### config.mk
export PLATFORM = sky130hd
export DESIGN_NAME = chunked_addsub_unit
export DESIGN_NICKNAME = d
export VERILOG_FILES = /design/src/rtl/chunked_addsub_unit.sv
export SDC_FILE = /design/constraint.sdc
export NUM_CORES = 1
export LEC_CHECK = 0
export ABC_AREA = 1
export BUFFER_PORTS_ARGS = -buffer_cell sky130_fd_sc_hd__clkbuf_2
export CAP_MARGIN = 20
export CORE_ASPECT_RATIO = 1.2
export CORE_UTILIZATION = 50
export DETAILED_ROUTE_END_ITERATION = 7
export PLACE_DENSITY_LB_ADDON = 0.08
export SYNTH_ARGS = -nofsm -noshare
export SYNTH_HDL_FRONTEND = slang
export SYNTH_SLANG_ARGS = --single-unit
### constraint.sdc
create_clock -name clk -period 2.9 [get_ports clk]
set_input_delay 0.58 -clock clk [delete_from_list [all_inputs] [get_ports clk]]
set_output_delay 0.58 -clock clk [all_outputs]
set_load 0.05 [all_outputs]
### src/rtl/chunked_addsub_unit.sv
// Multi-cycle two's-complement add/subtract unit: processes WIDTH bits CHUNK bits per
// cycle, LSB chunk first, with a registered ripple carry and valid/ready on both sides.
module chunked_addsub_unit #(
    parameter int unsigned WIDTH = 16,
    parameter int unsigned CHUNK = 4
) (
    input  logic             clk,
    input  logic             rst_n,
    input  logic             in_valid,
    output logic             in_ready,
    input  logic [WIDTH-1:0] a,
    input  logic [WIDTH-1:0] b,
    input  logic             sub,
    output logic             out_valid,
    input  logic             out_ready,
    output logic [WIDTH-1:0] result,
    output logic             carry,
    output logic             borrow,
    output logic             overflow,
    output logic             zero,
    output logic             negative
);

    localparam int unsigned NCHUNK = WIDTH / CHUNK;
    localparam int unsigned IDX_W  = (NCHUNK > 1) ? $clog2(NCHUNK) : 1;
    localparam logic [IDX_W-1:0] LAST_IDX = IDX_W'(NCHUNK - 1);

    typedef enum logic [1:0] {
        IDLE,
        CALC,
        DONE
    } state_t;

    state_t           state_q, state_d;
    logic [IDX_W-1:0] idx_q, idx_d;
    logic [WIDTH-1:0] a_q, a_d;
    logic [WIDTH-1:0] b_q, b_d;
    logic             c_q, c_d;
    logic             sub_q, sub_d;
    logic [WIDTH-1:0] result_d;
    logic             in_ready_d, out_valid_d;
    logic             carry_d, borrow_d, overflow_d, zero_d, negative_d;
    logic [CHUNK:0]   sum_c;
    int unsigned      base_c;

    assign base_c = 32'(idx_q) * CHUNK;

    // State register and all datapath/output registers
    always_ff @(posedge clk or negedge rst_n) begin
        if (!rst_n) begin
            state_q   <= IDLE;
            idx_q     <= '0;
            a_q       <= '0;
            b_q       <= '0;
            c_q       <= 1'b0;
            sub_q     <= 1'b0;
            result    <= '0;
            in_ready  <= 1'b1;
            out_valid <= 1'b0;
            carry     <= 1'b0;
            borrow    <= 1'b0;
            overflow  <= 1'b0;
            zero      <= 1'b0;
            negative  <= 1'b0;
        end else begin
            state_q   <= state_d;
            idx_q     <= idx_d;
            a_q       <= a_d;
            b_q       <= b_d;
            c_q       <= c_d;
            sub_q     <= sub_d;
            result    <= result_d;
            in_ready  <= in_ready_d;
            out_valid <= out_valid_d;
            carry     <= carry_d;
            borrow    <= borrow_d;
            overflow  <= overflow_d;
            zero      <= zero_d;
            negative  <= negative_d;
        end
    end

    // Next-state, chunk adder and flag computation
    always_comb begin
        state_d     = state_q;
        idx_d       = idx_q;
        a_d         = a_q;
        b_d         = b_q;
        c_d         = c_q;
        sub_d       = sub_q;
        result_d    = result;
        out_valid_d = out_valid;
        carry_d     = carry;
        borrow_d    = borrow;
        overflow_d  = overflow;
        zero_d      = zero;
        negative_d  = negative;

        sum_c = {1'b0, a_q[base_c +: CHUNK]} + {1'b0, b_q[base_c +: CHUNK]} + (CHUNK + 1)'(c_q);

        case (state_q)
            IDLE: begin
                if (in_valid && in_ready) begin
                    // Subtraction runs as A + ~B + 1 with the +1 as carry-in
                    a_d     = a;
                    b_d     = sub ? ~b : b;
                    c_d     = sub;
                    sub_d   = sub;
                    idx_d   = '0;
                    state_d = CALC;
                end
            end
            CALC: begin
                result_d[base_c +: CHUNK] = sum_c[CHUNK-1:0];
                c_d = sum_c[CHUNK];
                if (idx_q == LAST_IDX) begin
                    state_d     = DONE;
                    out_valid_d = 1'b1;
                    carry_d     = sum_c[CHUNK];
                    borrow_d    = sub_q & ~sum_c[CHUNK];
                    overflow_d  = (a_q[WIDTH-1] == b_q[WIDTH-1]) & (sum_c[CHUNK-1] != a_q[WIDTH-1]);
                    zero_d      = ~|result_d;
                    negative_d  = sum_c[CHUNK-1];
                end else begin
                    idx_d = idx_q + 1'b1;
                end
            end
            DONE: begin
                if (out_ready) begin
                    out_valid_d = 1'b0;
                    state_d     = IDLE;
                end
            end
            default: state_d = IDLE;
        endcase

        in_ready_d = (state_d == IDLE);
    end

endmodule

==> results.toml, run 1 <==
[timing]
drv_slew = 0
fin_setup_tns_ns = 0
fin_crit_sh_pct = 89.9
skew_ns = 0.00823
hold_viol_final = 0
max_freq_mhz = 384
min_period_ns = 2.61
slew_headroom_pct = 49.5
rsz0062_at_grt = "no"
worstMarginPinSlew_ns = 0.758
setup_viol = 0

[placed_design]
place_area_um2 = 3650
port_buffers = 59
dp_cells = 551
gp_congestion = 0.868
dp_hpwl_mm = 5.29

[power_and_ir_drop]
power_frac_seq_pct = 29.6
powerDensity_nw_per_um2 = 1330
p_sw_w = 0.00260
p_comb_share_pct = 57.8
pwr-share-clk_pct = 12.6
p_sw_share_pct = 51.4
power_w = 0.00506
intPower_w = 0.00246
p_leak_nw = 1.99
peakVddDrop_mv = 0.586

[cells_and_area]
area_growth_syn_to_layout_pct = 16.3
drive_above_1_share_pct = 19.9
design_area_um2 = 3820
fin_util_pct = 59.6
final.fill_count = 617
fin_cells = 567
n_antenna_cell = 0
fin_nets = 525

[clock_tree]
clkSlewWorstSetupHoldPaths_ns = 0.07
clock_latency_ns = 0.34
clk_path_buf_depth = 2
cts_setup_buffers = 0
cts_made_buffers = 9
cts-htree-levels = 3
cts.sink_count = 61
cts_resized = 0
cts_hold_buf = 0
cts_root_buf = "clkbuf_8"
cts_tree = "done"

[logic_synthesis]
synth_fp_nets = 466
ys_ff_latch = 61
syn_area_per_cell_um2 = 7.86
synth_edf_count = 0
netlist_area_um2 = 3290
synth.distinct_cells = 34
netlist_instances = 418
synthFlopType = "dfrtp_1"
async_reset_ff_share_pct = 100
synth_top_area_share_pct = 45.7
synth-seq-area-share_pct = 46.5
yosys.area.top_type = "dfrtp_1"
yosys_warnings = 0
synth.top_cells.by_area = "dfrtp_1 (46%), nand2_1 (15%), nor2_1 (5.1%)"

[die]
ioPinCount = 60
start_util_pct = 51.3
dieHeight_um = 90.8
coreArea_um2 = 6410
die_area_um2 = 6900
die_x_um = 76.0
rows = 32

[critical_path]
rr_worst_depth = 16
cp.arrival_ns = 2.85
path_max_fanout = 14
reg2reg_setup_slack_ns = 0.29
critPathLaunchType = "register"
crit_required_ns = 3.14
r2r_end = "zero"
end_kind = "register"
r2r_start = "idx_q[1]"
worst-setup-path-type = "register to register"

[grt]
antenna_found_initial = 0
grt_usage_pct = 22.5
grt_start_max_net_pins = 41
grt_overflow = 0
grt_pass1_vias = 2634
grt_first_pass_wirelength_mm = 12.1

[hold_path]
hp-class = "input pin to async pin"

[detailed_routing]
firstDrtPassIters = 4
vias = 2863
antenna_left = 0
wl_per_cell_um = 12.4
drc_errors = 0
drtIter0Drc = 133
drt-total-wl_mm = 7.02
vias_per_cell = 5.05

[flow_run]
maxCapViolCount = 0

[outcome]
outcome = "completed"
==> sequential cells by signal, summed over array words and instances (netlist names), 2 cells and up <==
register,flops
b_q,16
a_q,16
idx_q,2
state_q,2
result,16
==> critical path: stages (launching register included) <==
cell	delay, ns
dfrtp_1	0.39
clkinvlp_4	0.23
o21ai_0	0.15
o22ai_1	0.11
fa_1	0.43
inv_1	0.08
fa_1	0.45
nor2_2	0.16
nand3_1	0.11
nand2_1	0.07
nor2_1	0.04
nand2_1	0.06
nor2_1	0.04
nand2_1	0.05
nor2_1	0.04
nand3_1	0.05
nand2_1	0.05
==> per-layer routing <==
| metal | track usage, % | wire (um) | part of all wire (%) |
|---|---|---|---|
| met5 | 0 | 0 | 0 |
| met4 | 8.97 | 171 | 2.4 |
| met3 | 5.25 | 284 | 4.0 |
| met2 | 38.2 | 3530 | 50 |
| met1 | 27.5 | 3030 | 43 |
==> power groups by stage <==
stage,registers (W),clock network (W),logic [W]
after floorplan,0.00187,0,0.00188
after global placement,0.00150,0,0.00289
after detailed placement,0.00151,0,0.00293
after CTS,0.00150,0.000652,0.00295
after global routing,0.00155,0.000697,0.00332
final,0.00150,0.000638,0.00293
==> cells in the final DEF, fill, tap and decap left out, types with 2 or more instances in the layout <==
cell | netlist | layout
a21oi_1 | 4 | 4
a31oi_1 | 8 | 8
a32oi_1 | 2 | 2
buf_4 | 2 | 5
clkbuf_1 | 5 | 2
clkbuf_2 | 0 | 59
clkbuf_8 | 0 | 9
clkinv_2 | 0 | 3
clkinvlp_4 | 0 | 3
dfrtp_1 | 60 | 60
fa_1 | 2 | 2
ha_1 | 9 | 9
inv_1 | 34 | 33
inv_2 | 5 | 4
inv_4 | 1 | 2
nand2_1 | 132 | 132
nand3_1 | 18 | 18
nand4_1 | 2 | 2
nor2_1 | 45 | 45
nor2_2 | 2 | 2
o21ai_0 | 33 | 33
o21ai_1 | 12 | 12
o22ai_1 | 6 | 6
xnor2_1 | 15 | 15
==> how the worst max path moves through the flow <==
stage | end | cells past startpoint | slack [ns] | startpoint
floorplan | zero | 18 | 0.17 | idx_q[0]
global placement | zero | 17 | 0.33 | idx_q[1]
detailed placement | zero | 14 | 0.27 | idx_q[1]
CTS | zero | 14 | 0.25 | idx_q[1]
global route | zero | 16 | 0.04 | idx_q[1]
finish | zero | 16 | 0.29 | idx_q[1]
==> cells in the mapped netlist (2+ instances only) <==
cell      instances
nand2_1         132
dfrtp_1          60
nor2_1           45
inv_1            34
o21ai_0          33
nand3_1          18
xnor2_1          15
o21ai_1          12
ha_1              9
a31oi_1           8
buf_2             8
o22ai_1           6
clkbuf_1          5
inv_2             5
a21oi_1           4
a32oi_1           2
buf_4             2
fa_1              2
nand4_1           2
nor2_2            2
==> cell type report <==
class | count | area [um2] | area share, %
timing repair buffer | 65 | 353 | 9.23
clock buffer | 11 | 131 | 3.44
clock inverter | 5 | 30.0 | 0.786
sequential | 61 | 1530 | 40.0
tap | 85 | 106 | 2.78
multi-input combinational | 300 | 1510 | 39.6
inverter | 40 | 159 | 4.16
==> metrics by stage <==
step                hold slack, ns  worst slack [ns]
floorplan                    0.284             0.168
global placement             0.465             0.333
detailed placement           0.471             0.265
CTS                          0.312             0.246
global route                 0.351            0.0374
finish                       0.296             0.293
==> logic make-up (layout without fill, tap and decap cells) <==
kind of cell	after synthesis	count (layout)	synth area share, %
XOR/XNOR	16	16	4.26
buffers and inverters	57	121	7.46
adder cells (fa/ha/maj)	11	11	4.64
AO/OA/AOI/OAI	69	69	11.8
flip-flops	61	61	46.5
AND/OR/NAND/NOR	204	204	25.4
Note: power is estimated with default switching activity, not from simulation.
==> run 2, diff against run 1 <==
--- a/config.mk
+++ b/config.mk
@@ -12,6 +12,7 @@
 export CORE_UTILIZATION = 50
 export DETAILED_ROUTE_END_ITERATION = 7
 export PLACE_DENSITY_LB_ADDON = 0.08
+export REMOVE_ABC_BUFFERS = 1
 export SYNTH_ARGS = -nofsm -noshare
 export SYNTH_HDL_FRONTEND = slang
 export SYNTH_SLANG_ARGS = --single-unit
==> run 2 against run 1 <==
  * Via count decreased by 2.2%
  * Critical path type unchanged
  * Register-to-register slack worse by 0.04 ns
  * Cell count decreased by 0.18%
  * Wire length rose by 1.6%
  * Clock skew shrank 0.0015 ns
  * Fmax is 1.6% lower
==> results.toml, run 2 (synthesis results as in run 1) <==
[outcome]
outcome = "completed"

[cells_and_area]
drive_above_1_share_pct = 20.4
reg_top3 = "a_q x16, b_q x16, result x16"
final_common_cell = "nand2_1"
fin_nets = 524
fin_cells = 566
final_cell_mix = "nand2_1 (132), dfrtp_1 (59), clkbuf_2 (59), nor2_1 (45)"
n_antenna_cell = 0
area_growth_syn_to_layout_pct = 17.4

[critical_path]
path_max_fanout = 12
end_kind = "register"
cp.arrival_ns = 2.89
worst-setup-path-type = "register to register"
critPathLaunchType = "register"
crit_required_ns = 3.14

[clock_tree]
cts_made_buffers = 9
cts_root_buf = "clkbuf_8"
cts_setup_buffers = 0
clkSlewWorstSetupHoldPaths_ns = 0.07
cts_tree = "done"
clock_latency_ns = 0.35
clk_path_buf_depth = 2
cts-htree-levels = 3
cts.sink_count = 61

[detailed_routing]
wl_per_cell_um = 12.6
vias_per_cell = 4.95
drc_errors = 0
drt-total-wl_mm = 7.13
drtIter0Drc = 109
antenna_left = 0
vias = 2800
firstDrtPassIters = 4

[timing]
rsz0062_at_grt = "no"
worstMarginPinSlew_ns = 0.797
fin_ws_ns = 0.251
skew_ns = 0.00671
fin_crit_sh_pct = 91.4
setup_viol = 0
max_freq_mhz = 377
slew_headroom_pct = 46.9
min_period_ns = 2.65
hold_viol_final = 0
drv_slew = 0

[power_and_ir_drop]
power_w = 0.00522
p_comb_share_pct = 56.7
p_leak_nw = 2.01
peakVddDrop_mv = 0.557
pwr-share-clk_pct = 14.6
intPower_w = 0.00258
p_sw_w = 0.00264
powerDensity_nw_per_um2 = 1350
p_sw_share_pct = 50.6
power_frac_seq_pct = 28.8

[grt]
grt_start_max_net_pins = 49
grt_usage_pct = 22.6
grt_pass1_vias = 2602
grt_first_pass_wirelength_mm = 12.1
antenna_found_initial = 0
grt_overflow = 0

[placed_design]
gp_congestion = 0.869
port_buffers = 59
place_worst_setup_slack_ns = 0.269
dp_cells = 550
dp_hpwl_mm = 5.29

[die]
dieHeight_um = 90.8
die_x_um = 76.0
ioPinCount = 60
rows = 32
start_util_pct = 51.3
coreArea_um2 = 6410
die_area_um2 = 6900

[flow_run]
maxCapViolCount = 0

[hold_path]
hp-class = "input pin to async pin"
## run 2: changes by cell type in the layout (fill, tap and decap cells not counted)
cell | before | now
clkbuf_1 | 2 | 0
clkinv_4 | 0 | 2
clkinvlp_4 | 3 | 1
buf_4 | 5 | 4
bufinv_16 | 0 | 1
clkbuf_8 | 9 | 10
dfrtp_1 | 60 | 59
dfrtp_2 | 0 | 1
nor2_2 | 2 | 1
nor2_4 | 0 | 1
## run 2: cell type report
cell class | count | area, um2
Timing Repair Buffer | 64 | 345
Tap cell | 85 | 106
Clock inverter | 6 | 62.6
Fill cell | 625 | 2550
Sequential cell | 61 | 1530
Inverter | 40 | 159
Clock buffer | 10 | 138
Multi-Input combinational cell | 300 | 1520
## run 2: per-layer routing
layer / part of all wire, % / track usage [%] / wire [um] / vias to the layer above
li1: - / - / - / 1451
met5: 0 / 0 / 0 / -
met3: 3.0 / 3.84 / 216 / 18
met4: 3.5 / 13.3 / 246 / 0
met1: 44 / 26.8 / 3130 / 1266
met2: 50 / 38.6 / 3540 / 65
## run 2: per-stage QoR
| step | hold slack, ns | utilization (%) | instance area [um2] | setup TNS, ns |
|---|---|---|---|---|
| final | 0.304 | 60.2 | 3860 | 0 |
| after global routing | 0.368 | 60.2 | 3860 | 0 |
| after CTS | 0.331 | 60.0 | 3850 | 0 |
| after detailed placement | 0.458 | 56.9 | 3650 | 0 |
| after global placement | 0.458 | 56.9 | 3650 | 0 |
| after floorplan | 0.284 | - | 3190 | -0.0178 |
## run 2: worst paths after layout
check	from	to	slack (ns)	depth (start not counted)
worst max-delay path	idx_q[0]	zero	0.25	16
worst min-delay path	rst_n	result[1]	0.30	1
worst min register to register	a_q[10]	a_q[10]	0.47	2
worst max register to register	idx_q[0]	zero	0.25	16
max in group asynchronous	rst_n	in_ready	1.91	2
min in group clk	a[9]	a_q[9]	0.42	3
## run 2: what timing repair did
action | 4_1_cts | 5_1_grt
endpoints found under the setup margin | 0 | 1
gates resized for setup | 0 | 5
hold buffers | 0 | 0
## run 2: power groups by stage
stage	Sequential (W)	Combinational (W)	Clock (W)
floorplan	0.00191	0.00176	0
global placement	0.00150	0.00287	0
detailed placement	0.00151	0.00292	0
CTS	0.00150	0.00293	0.000779
global route	0.00155	0.00330	0.000809
finish	0.00150	0.00296	0.000760
## run 2: worst max-delay path, cell delays in order, from the launching register on
cell     delay, ns
dfrtp_2       0.44
buf_4         0.19
o21ai_0       0.18
o22ai_1       0.12
fa_1          0.43
inv_1         0.08
fa_1          0.46
nor2_4        0.13
nand3_1       0.10
nand2_1       0.07
nor2_1        0.04
nand2_1       0.06
nor2_1        0.04
nand2_1       0.06
nor2_1        0.04
nand3_1       0.05
nand2_1       0.04
